<file path="config.mk">
export PLATFORM = sky130hd
export DESIGN_NAME = reg_pipe
export DESIGN_NICKNAME = d
export VERILOG_FILES = /design/src/rtl/reg_pipe.sv
export SDC_FILE = /design/constraint.sdc
export NUM_CORES = 1
export LEC_CHECK = 0
export ABC_CLOCK_PERIOD_IN_PS = 1800
export CAP_MARGIN = 20
export CORE_UTILIZATION = 49
export CTS_CLUSTER_DIAMETER = 60
export DETAILED_ROUTE_END_ITERATION = 10
export MAX_ROUTING_LAYER = met4
export PLACE_DENSITY = 0.88
export SETUP_SLACK_MARGIN = 0.5
export SYNTH_ARGS = -nofsm -noshare
export SYNTH_HDL_FRONTEND = slang
export SYNTH_SLANG_ARGS = --single-unit
export TNS_END_PERCENT = 30
</file>
<file path="constraint.sdc">
create_clock -name clk -period 1.8 [get_ports clk]
set_input_delay 0.18 -clock clk [delete_from_list [all_inputs] [get_ports clk]]
set_output_delay 0.18 -clock clk [all_outputs]
set_load 0.05 [all_outputs]
</file>
<file path="src/rtl/reg_pipe.sv">
// reg_pipe: DEPTH-stage valid/ready register pipeline with bubble collapse.
// Each stage holds a data word and a valid bit. A stage advances whenever any
// stage at or beyond it is empty, or the output is being drained. out_data
// comes straight from the last-stage flop.
module reg_pipe #(
  parameter int unsigned       WIDTH     = 32,
  parameter int unsigned       DEPTH     = 2,
  parameter logic [WIDTH-1:0]  RESET_VAL = '0,
  localparam int unsigned      OccWidth  = $clog2(DEPTH + 1)
) (
  input  logic                clk,
  input  logic                reset,
  input  logic                flush,
  input  logic                in_valid,
  output logic                in_ready,
  input  logic [WIDTH-1:0]    in_data,
  output logic                out_valid,
  input  logic                out_ready,
  output logic [WIDTH-1:0]    out_data,
  output logic [OccWidth-1:0] occupancy
);

  logic [WIDTH-1:0]    data_q    [DEPTH];
  logic [WIDTH-1:0]    src_data  [DEPTH];
  logic [DEPTH-1:0]    valid_q;
  logic [DEPTH-1:0]    src_valid;
  logic [DEPTH-1:0]    advance;
  logic [OccWidth-1:0] occ_q;
  logic [OccWidth-1:0] occ_d;
  logic                in_xfer;
  logic                out_xfer;

  // Advance chain: a stage may move if it, or any stage downstream of it, has room.
  always_comb begin
    logic room;
    room    = out_ready;
    advance = '0;
    for (int i = int'(DEPTH) - 1; i >= 0; i--) begin
      room       = room | ~valid_q[i];
      advance[i] = room;
    end
  end

  // Load source per stage: the upstream port for stage 0, the previous stage otherwise.
  always_comb begin
    src_valid    = '0;
    src_valid[0] = in_valid;
    src_data[0]  = in_data;
    for (int i = 1; i < int'(DEPTH); i++) begin
      src_valid[i] = valid_q[i-1];
      src_data[i]  = data_q[i-1];
    end
  end

  assign in_ready  = advance[0];
  assign out_valid = valid_q[DEPTH-1];
  assign out_data  = data_q[DEPTH-1];
  assign occupancy = occ_q;
  assign in_xfer   = in_valid & in_ready;
  assign out_xfer  = out_valid & out_ready;

  // Next occupancy from the two transfer strobes; both or neither leaves it unchanged.
  always_comb begin
    occ_d = occ_q;
    case ({in_xfer, out_xfer})
      2'b10:   occ_d = occ_q + OccWidth'(1);
      2'b01:   occ_d = occ_q - OccWidth'(1);
      default: occ_d = occ_q;
    endcase
  end

  // Valid bits: advancing stages take the source valid, others hold.
  always_ff @(posedge clk or negedge reset) begin
    if (!reset) begin
      valid_q <= '0;
    end else if (flush) begin
      valid_q <= '0;
    end else begin
      valid_q <= (advance & src_valid) | (~advance & valid_q);
    end
  end

  // Data: only real words are loaded, so a passing bubble never disturbs out_data.
  always_ff @(posedge clk or negedge reset) begin
    if (!reset) begin
      for (int i = 0; i < int'(DEPTH); i++) data_q[i] <= RESET_VAL;
    end else if (flush) begin
      for (int i = 0; i < int'(DEPTH); i++) data_q[i] <= RESET_VAL;
    end else begin
      for (int i = 0; i < int'(DEPTH); i++) begin
        if (advance[i] && src_valid[i]) data_q[i] <= src_data[i];
      end
    end
  end

  // Occupancy register.
  always_ff @(posedge clk or negedge reset) begin
    if (!reset) begin
      occ_q <= '0;
    end else if (flush) begin
      occ_q <= '0;
    end else begin
      occ_q <= occ_d;
    end
  end

endmodule
</file>
-- After elaboration in Yosys (flattened, before gate mapping)
Index checks and enable logic that the tools add are counted.
- add/sub/neg operators: 2
- eq/ne operators: 2
- multiplexer cells: 6
- bitwise operators: 10
- reduce and logical (&&, ||, !) cells: 5
- operators with widths (cell ; count):
    32-bit two-way mux ; 2
    64-bit two-way mux ; 1
    2-bit AND ; 2
    2-bit two-way mux ; 2
    2-bit case mux with 2 select lines ; 1
    2-bit nonzero test ; 2
    3-bit nonzero test ; 1
    2-bit by 1-bit adder with 2-bit output, second input constant ; 1
    1-bit AND ; 2
    2-bit by 1-bit == test with 1-bit output, second input constant ; 1
    2-bit == test, second input constant ; 1
    1-bit logical AND ; 2
    1-bit inverter ; 2
    2-bit inverter ; 1
    1-bit OR ; 2
    2-bit OR ; 1
    2-bit by 1-bit subtractor with 2-bit output, second input constant ; 1
- bits in registers: 68
- input port bits: 37

-- Depth between registers and ports, before layout
Gate-level depths: netlist of the first run.
- word-level depth: 7
- depth in mapped cells: 6

-- Worst setup path after synthesis of the first run
OpenSTA, ideal clock, no wires.
- path kind: register -> register
- start point: reg valid_q[1]
- end point: reg data_q[34] (netlist bit)
- arrival time: 1.549 ns
- data required time: 1.735 ns
- setup slack: 0.186 ns
- stages on the path, launching flop included: 6
- buffers on the path: 1
- cell sequence: dfrtp_1 and3b_4 inv_4 a21oi_4 buf_6 a22o_1
- longest elaborated chain between the ends: 5
- ends and longest elaborated chain (element ; RTL line ; text):
    start, declared ; 25 ; logic [DEPTH-1:0] valid_q;
    start signal, assigned ; 79 ; valid_q <= (advance & src_valid) | (~advance & valid_q);
    1-bit inverter ; 39 ; room = room | ~valid_q[i];
    1-bit OR (2 in series) ; 39 ;
    named net in_ready ; 15 ; output logic in_ready,
    1-bit logical AND ; 91 ; if (advance[i] && src_valid[i]) data_q[i] <= src_data[i];
    2-bit nonzero test (no source line) ; -- ;
    end signal, assigned by index ; 91 ;
    end, declared ; 23 ; logic [WIDTH-1:0] data_q [DEPTH];
The timed path passes the listed nets, and every way through them passes these cells.
A chain may end at the register's enable or synchronous reset.

-- Worst setup path after layout of the first run
- start point: reg valid_q[1]
- end point: reg data_q[45] (netlist bit)
- longest elaborated chain between the ends: 5
- ends and longest elaborated chain (element ; RTL line):
    1-bit inverter ; 39
    1-bit OR (2 in series) ; 39
    1-bit logical AND ; 91
    2-bit nonzero test (no source line) ; --
No other way between the ends.

==> impl_metrics.sql, run 1 <==
INSERT INTO impl_metrics (metric_group, metric, value, unit) VALUES
('status', 'run_status', 'finished, final reports clean', ''),
('pwr', 'finalPower', '3.32', 'mW'),
('clock_tree', 'tritoncts', 'done', ''),
('placement', 'dp.final_hpwl', '4300', 'microns'),
('worst_setup_path', 'buf_inv_stages_crit_path', '3', ''),
('worst_setup_path', 'r2r_cells', '6', ''),
('logic_synthesis', 'synth_seq_cells', '68', ''),
('timing', 'timing.slew.headroom', '0.678', ''),
('global_routing', 'grt_pass1_vias', '2169', ''),
('timing', 'hold_violations', '0', ''),
('logic_synthesis', 'postSynthAreaPerCell', '10.8', 'sq um'),
('timing', 'final-setup-viol-count', '0', ''),
('worst_setup_path', 'critPathMaxFanout', '7', ''),
('logic_synthesis', 'post_synth_num_cell_types', '24', ''),
('routing', 'route.antenna.remaining_nets', '0', ''),
('logic_synthesis', 'async_flop_share', '1.00', ''),
('cells_and_area', 'fin_nets', '364', ''),
('floorplan', 'die-height', '80.2', 'microns'),
('routing', 'wl', '7240', 'microns'),
('timing', 'timing_max_transition_violations_final', '0', ''),
('floorplan', 'core_area', '5920', 'sq um'),
('routing', 'drt_first_iter_violations', '197', ''),
('logic_synthesis', 'netlist_instances', '277', ''),
('worst_setup_path', 'startpoint_type', 'flip-flop', ''),
('routing', 'routedLengthMet1', '3040', 'microns'),
('global_routing', 'track_usage', '0.235', ''),
('worst_setup_path', 'worst-r2r-setup-slack', '0.31', 'ns'),
('timing', 'worst_slew_pin_slew', '0.484', 'ns'),
('logic_synthesis', 'yosysWarningCount', '0', ''),
('global_routing', 'antenna_found_initial', '0', ''),
('worst_setup_path', 'worst_path_dominant_cell_family', 'flip-flops', ''),
('worst_setup_path', 'cp_data_required_time', '2.06', 'ns'),
('pwr', 'power.density_cell_area', '837', 'nW/um^2'),
('global_routing', 'grt_start_max_net_pins', '35', ''),
('logic_synthesis', 'yosysTopAreaCell', 'dfrtp_1', ''),
('pwr', 'power.ir.vdd_worst', '0.494', 'mV'),
('logic_synthesis', 'mappedNetlistNets', '314', ''),
('worst_setup_path', 'setup_crit_path_kind', 'reg2reg', ''),
('worst_setup_path', 'slowest_stage', 'dfrtp_2', ''),
('timing', 'fin_skew', '0.00495', 'ns'),
('cells_and_area', 'drive_above_1_share', '0.236', ''),
('routing', 'topRoutingLayerUsed', 'met4', ''),
('logic_synthesis', 'netlist.area_leader.share', '0.568', ''),
('logic_synthesis', 'post_synthesis_instance_area', '3000', 'sq um'),
('routing', 'drc', '0', ''),
('cells_and_area', 'post-route-cell-area', '3960', 'sq um'),
('floorplan', 'die_area', '6430', 'sq um'),
('placement', 'worst_setup_slack_post_dpl', '0.134', 'ns'),
('routing', 'detailroute.wirelength.met3', '330', 'microns'),
('cells_and_area', 'n_fill_cell', '470', ''),
('logic_synthesis', 'synth-seq-area-share', '0.568', ''),
('routing', 'detail_route.wl_per_cell', '17.8', 'microns'),
('timing', 'achievable-frequency', '670', 'MHz'),
('global_routing', 'overflow', '0', ''),
('cells_and_area', 'diodes', '0', ''),
('global_routing', 'grt_first_pass_wirelength', '10900', 'microns'),
('worst_setup_path', 'crit_path_top_cell_by_count', 'buf_6', ''),
('clock_tree', 'clock_tree.htree_level_count', '3', ''),
('worst_setup_path', 'cpPeakStageDelay', '0.44', 'ns'),
('floorplan', 'floorplan.initialDensity', '0.506', ''),
('pwr', 'total_leakage_power', '1.74', 'nW'),
('floorplan', 'die_w', '80.2', 'microns'),
('floorplan', 'ports_placed_on_the_boundary', '73', ''),
('min_path', 'min-delay-path-class', 'in2async', ''),
('placement', 'dpl_cell_area', '3570', 'sq um'),
('routing', 'overall_via_count_from_detail_route', '2307', ''),
('logic_synthesis', 'synth_flop_cell', 'dfrtp_1', ''),
('placement', 'io_buffers', '72', ''),
('run', 'max_cap_viol_count', '0', ''),
('worst_setup_path', 'worstPathCellList', 'and3b_4 > buf_6 > nor3_4 > buf_6 > buf_6 > a22o_1', ''),
('routing', 'met2RoutedLength', '3800', 'microns');
==> cell usage after synthesis, types with 2 or more instances <==
master and n:
a21oi_1 37, mux2_2 2, a22o_1 30, buf_1 2, nor2_1 2, buf_2 8
buf_4 33, nand3_1 34, buf_6 3, clkbuf_1 10, o21ai_0 35, nor2b_1 2
dfrtp_1 68
==> final timing paths <==
path | from | end
setup / recovery | valid_q[1]$_DFF_PN0_ | data_q[45]$_DFFE_PN0P_
hold / removal | reset | valid_q[1]$_DFF_PN0_
setup reg to reg | valid_q[1]$_DFF_PN0_ | data_q[45]$_DFFE_PN0P_
hold reg to reg | data_q[58]$_DFFE_PN0P_ | data_q[58]$_DFFE_PN0P_
max in group asynchronous | reset | data_q[56]$_DFFE_PN0P_
min in group clk | flush | out_data[16]$_DFFE_PN0P_
==> flip-flops by register name, indices dropped and copies added, names as in the netlist <==
register / count
occupancy: 2
out_data: 32
valid_q: 2
data_q: 32
==> cell usage in the layout, fill, tap and decap left out, types with 5 or more instances in the layout <==
cell	n
a21oi_1	37
clkdlybuf4s50_1	33
clkbuf_8	10
clkdlybuf4s15_2	28
nand3_1	34
dfrtp_1	67
buf_12	5
a22o_1	30
buf_6	7
o21ai_0	31
dlygate4sd2_1	6
buf_4	8
==> routing by layer <==
metal | global-route usage | vias up
met5 | - | -
met4 | 0.0768 | 0
met3 | 0.0602 | 4
met2 | 0.370 | 79
met1 | 0.298 | 1155
li1 | - | 1069
==> cells by family after synthesis <==
group                  after synthesis  synth area share
buffers and inverters               59             0.127
AO/OA/AOI/OAI                      104             0.216
multiplexers                         2           0.00752
AND/OR/NAND/NOR                     44            0.0819
flip-flops                          68             0.568
==> final cells by class <==
cell class | instances | area (sq um) | share of cell area
Multi-Input combinational cell | 150 | 931 | 0.235
Sequential cell | 68 | 1700 | 0.430
Timing Repair Buffer | 95 | 1030 | 0.260
Clock buffer | 13 | 149 | 0.0376
Clock inverter | 2 | 35.0 | 0.00885
Tap cell | 75 | 93.8 | 0.0237
Inverter | 3 | 18.8 | 0.00474
==> where the power goes <==
part	total [mW]	internal (mW)	switching, mW
logic	0.479	0.211	0.268
registers	1.64	1.59	0.0426
clock network	1.20	0.670	0.530
total	3.32	2.48	0.841
==> timing repair <==
action / 4_1_cts / 5_1_grt
hold buffers: 1 / 0
resized for setup: 100 / 27
endpoints found under the setup margin: 98 / 75
gates cloned: 0 / 4
buffers inserted: 1 / 5
hold endpoints to repair: 41 / 0
pin swaps: 0 / 3
==> stage by stage <==
stage	cells	hold slack, ns
2_1_floorplan	277	-0.116
3_3_place_gp	380	0.0469
3_5_place_dp	380	0.0517
4_1_cts	397	0.229
5_1_grt	406	0.251
6_report	406	0.239
Note: power is estimated with default switching activity, not from simulation.
==> inputs of run 2 (changes only) <==
--- a/config.mk
+++ b/config.mk
@@ -5,7 +5,7 @@
 export SDC_FILE = /design/constraint.sdc
 export NUM_CORES = 1
 export LEC_CHECK = 0
-export ABC_CLOCK_PERIOD_IN_PS = 1800
+export ABC_CLOCK_PERIOD_IN_PS = 1500
 export CAP_MARGIN = 20
 export CORE_UTILIZATION = 49
 export CTS_CLUSTER_DIAMETER = 60
==> constraint.sdc (replaced) <==
create_clock -name clk -period 1.5 [get_ports clk]
set_input_delay 0.15 -clock clk [delete_from_list [all_inputs] [get_ports clk]]
set_output_delay 0.15 -clock clk [all_outputs]
set_load 0.05 [all_outputs]
==> run 2 against run 1 <==
Effect of this change:
- clock power grew 23%
- worst setup slack got worse by 0.24 ns
- via count rose by 8.1%
- cell count is 3.7% higher
- global-route usage increased by 4.2 points
- power up 24%
- maximum frequency increased by 3.9%
- worst hold slack improved by 0.10 ns
- critical path type unchanged
- highest routed layer unchanged
==> impl_metrics.sql, run 2 (same netlist as run 1, synthesis figures left out) <==
INSERT INTO impl_metrics (metric_group, metric, value, unit) VALUES
('cells_and_area', 'layout.cells.most_common', 'dfrtp_1', ''),
('placement', 'io_buffers', '72', ''),
('timing', 'timing_max_transition_violations_final', '0', ''),
('floorplan', 'die-height', '80.2', 'microns'),
('clock_tree', 'clock_sink_count', '68', ''),
('timing', 'worst_slew_pin_slew', '0.452', 'ns'),
('worst_setup_path', 'startpoint_type', 'flip-flop', ''),
('worst_setup_path', 'setup_crit_path_kind', 'reg2reg', ''),
('routing', 'detail_route.first_pass.iterations', '5', ''),
('global_routing', 'antenna_found_initial', '0', ''),
('floorplan', 'core_area', '5920', 'sq um'),
('global_routing', 'track_usage', '0.277', ''),
('worst_setup_path', 'worst_r2r_src', 'valid_q[1]$_DFF_PN0_', ''),
('routing', 'route.antenna.remaining_nets', '0', ''),
('timing', 'hold_slack', '0.344', 'ns'),
('routing', 'wl', '8560', 'microns'),
('clock_tree', 'clk_path_buf_depth', '2', ''),
('cells_and_area', 'synthToLayoutAreaGrowth', '37.8', '%'),
('worst_setup_path', 'worst-r2r-setup-slack', '0.06', 'ns'),
('cells_and_area', 'diodes', '0', ''),
('run', 'max_cap_viol_count', '0', ''),
('timing', 'hold_violations', '0', ''),
('timing', 'final.setup.tns', '0', 'ns'),
('routing', 'vias_per_cell', '5.92', ''),
('worst_setup_path', 'worst_r2r_endpoint', 'out_data[1]$_DFFE_PN0P_', ''),
('timing', 'finalWorstPathRequiredPeriod', '1.44', 'ns'),
('routing', 'detail_route.wl_per_cell', '20.3', 'microns'),
('cells_and_area', 'fin_nets', '379', ''),
('timing', 'achievable-frequency', '696', 'MHz'),
('floorplan', 'floorplan.initialDensity', '0.506', ''),
('global_routing', 'overflow', '0', ''),
('floorplan', 'row_count', '28', ''),
('worst_setup_path', 'worstSetupEndpointType', 'flip-flop', ''),
('clock_tree', 'cts.root.buffer_cell', 'clkbuf_8', ''),
('global_routing', 'grt_start_max_net_pins', '69', ''),
('cells_and_area', 'most-common-layout-cells', 'dfrtp_1 (66), buf_4 (51), a21oi_1 (34), nand3_1 (34), clkdlybuf4s50_1 (34)', ''),
('routing', 'overall_via_count_from_detail_route', '2494', ''),
('min_path', 'min-delay-path-class', 'in2async', ''),
('worst_setup_path', 'critPathMaxFanout', '16', ''),
('global_routing', 'grt_first_pass_wirelength', '12400', 'microns'),
('worst_setup_path', 'r2r_cells', '5', ''),
('worst_setup_path', 'worstSetupStartpoint', 'valid_q[1]$_DFF_PN0_', ''),
('clock_tree', 'clock_tree.htree_level_count', '3', ''),
('clock_tree', 'numCtsBuffers', '9', ''),
('status', 'run_status', 'finished, final reports clean', ''),
('timing', 'fin_skew', '0.00650', 'ns'),
('floorplan', 'die_area', '6430', 'sq um'),
('timing', 'grt_setup_unrepaired', 'true', ''),
('pwr', 'power.ir.vdd_worst', '0.552', 'mV'),
('routing', 'drc', '0', ''),
('pwr', 'power.density_cell_area', '994', 'nW/um^2'),
('worst_setup_path', 'cp_data_required_time', '1.71', 'ns'),
('pwr', 'total_leakage_power', '1.88', 'nW'),
('floorplan', 'ports_placed_on_the_boundary', '73', ''),
('clock_tree', 'clock_insertion_delay_worst_skew', '0.35', 'ns'),
('timing', 'final-setup-viol-count', '0', ''),
('clock_tree', 'clk_pin_slew_worst_paths', '0.07', 'ns'),
('timing', 'timing.slew.headroom', '0.699', ''),
('worst_setup_path', 'cp_data_arrival_time', '1.65', 'ns'),
('routing', 'drt_first_iter_violations', '197', ''),
('clock_tree', 'tritoncts', 'done', ''),
('cells_and_area', 'drive_above_1_share', '0.303', ''),
('timing', 'finalCritPeriodShare', '0.958', ''),
('placement', 'dp.final_hpwl', '4160', 'microns'),
('floorplan', 'die_w', '80.2', 'microns'),
('placement', 'finalWeightedCongestion', '0.763', ''),
('global_routing', 'grt_pass1_vias', '2392', '');
## run 2: worst max-delay path by stage
stage	depth (start not counted)	end	slack [ns]
3_5_place_dp	4	data_q[38]$_DFFE_PN0P_	-0.55
4_1_cts	4	in_ready	0.04
3_3_place_gp	4	data_q[49]$_DFFE_PN0P_	-0.48
5_1_grt	4	in_ready	0.04
6_report	5	out_data[1]$_DFFE_PN0P_	0.06
2_1_floorplan	5	data_q[34]$_DFFE_PN0P_	0.09
## run 2: power by group
group	leakage [nW]	internal, mW	switching, mW	total, mW
clock network	0.0935	0.804	0.665	1.47
logic	0.862	0.310	0.357	0.667
registers	0.920	1.91	0.0545	1.97
## run 2: repair_timing
item,in CTS,in global routing
pin swaps,4,4
gates resized for setup,23,10
hold buffers,1,0
endpoints found under the hold margin,68,0
buffers inserted,11,6
endpoints found under the setup margin,104,104
cloned,5,1
## run 2: layout make-up
| cell class | count | area [sq um] |
|---|---|---|
| clock buffers | 13 | 149 |
| clock inverters | 2 | 35.0 |
| fillers | 399 | 1790 |
| inverters | 3 | 22.5 |
| multi-input cells | 151 | 986 |
| flip-flops and latches | 68 | 1700 |
| well taps | 75 | 93.8 |
| repair buffers | 109 | 1140 |
## run 2: per-stage QoR
| stage | instances | cell area, sq um | power, mW | worst slack, ns | utilization |
|---|---|---|---|---|---|
| 6_report | 421 | 4130 | 4.10 | 0.0623 | 0.697 |
| 5_1_grt | 421 | 4130 | 4.25 | 0.0403 | 0.697 |
| 4_1_cts | 414 | 4020 | 4.04 | 0.0447 | 0.679 |
| 3_5_place_dp | 382 | 3520 | 2.52 | -0.552 | 0.595 |
| 3_3_place_gp | 382 | 3520 | 2.50 | -0.476 | 0.595 |
| 2_1_floorplan | 277 | 3000 | 2.29 | 0.0927 | - |
## run 2: layer usage
metal,part of all wire,global-route usage,vias up,wire (microns)
li1,-,-,1096,-
met1,0.38,0.319,1243,3240
met2,0.52,0.458,129,4460
met3,0.070,0.0841,26,601
met4,0.029,0.100,0,252
met5,0,-,-,0
## run 2: critical path, stage by stage, from the launching register on
cell	delay, ns
dfrtp_2	0.42
buf_6	0.14
and2b_4	0.22
buf_12	0.16
o21ai_0	0.25
a21oi_1	0.12
==> inputs of run 3 (changes only) <==
--- a/config.mk
+++ b/config.mk
@@ -10,6 +10,7 @@
 export CORE_UTILIZATION = 49
 export CTS_CLUSTER_DIAMETER = 60
 export DETAILED_ROUTE_END_ITERATION = 10
+export GPL_ROUTABILITY_DRIVEN = 1
 export MAX_ROUTING_LAYER = met4
 export PLACE_DENSITY = 0.88
 export SETUP_SLACK_MARGIN = 0.5
==> results of run 3 <==
The final DEF is identical to that of run 2; final timing and power are the same.
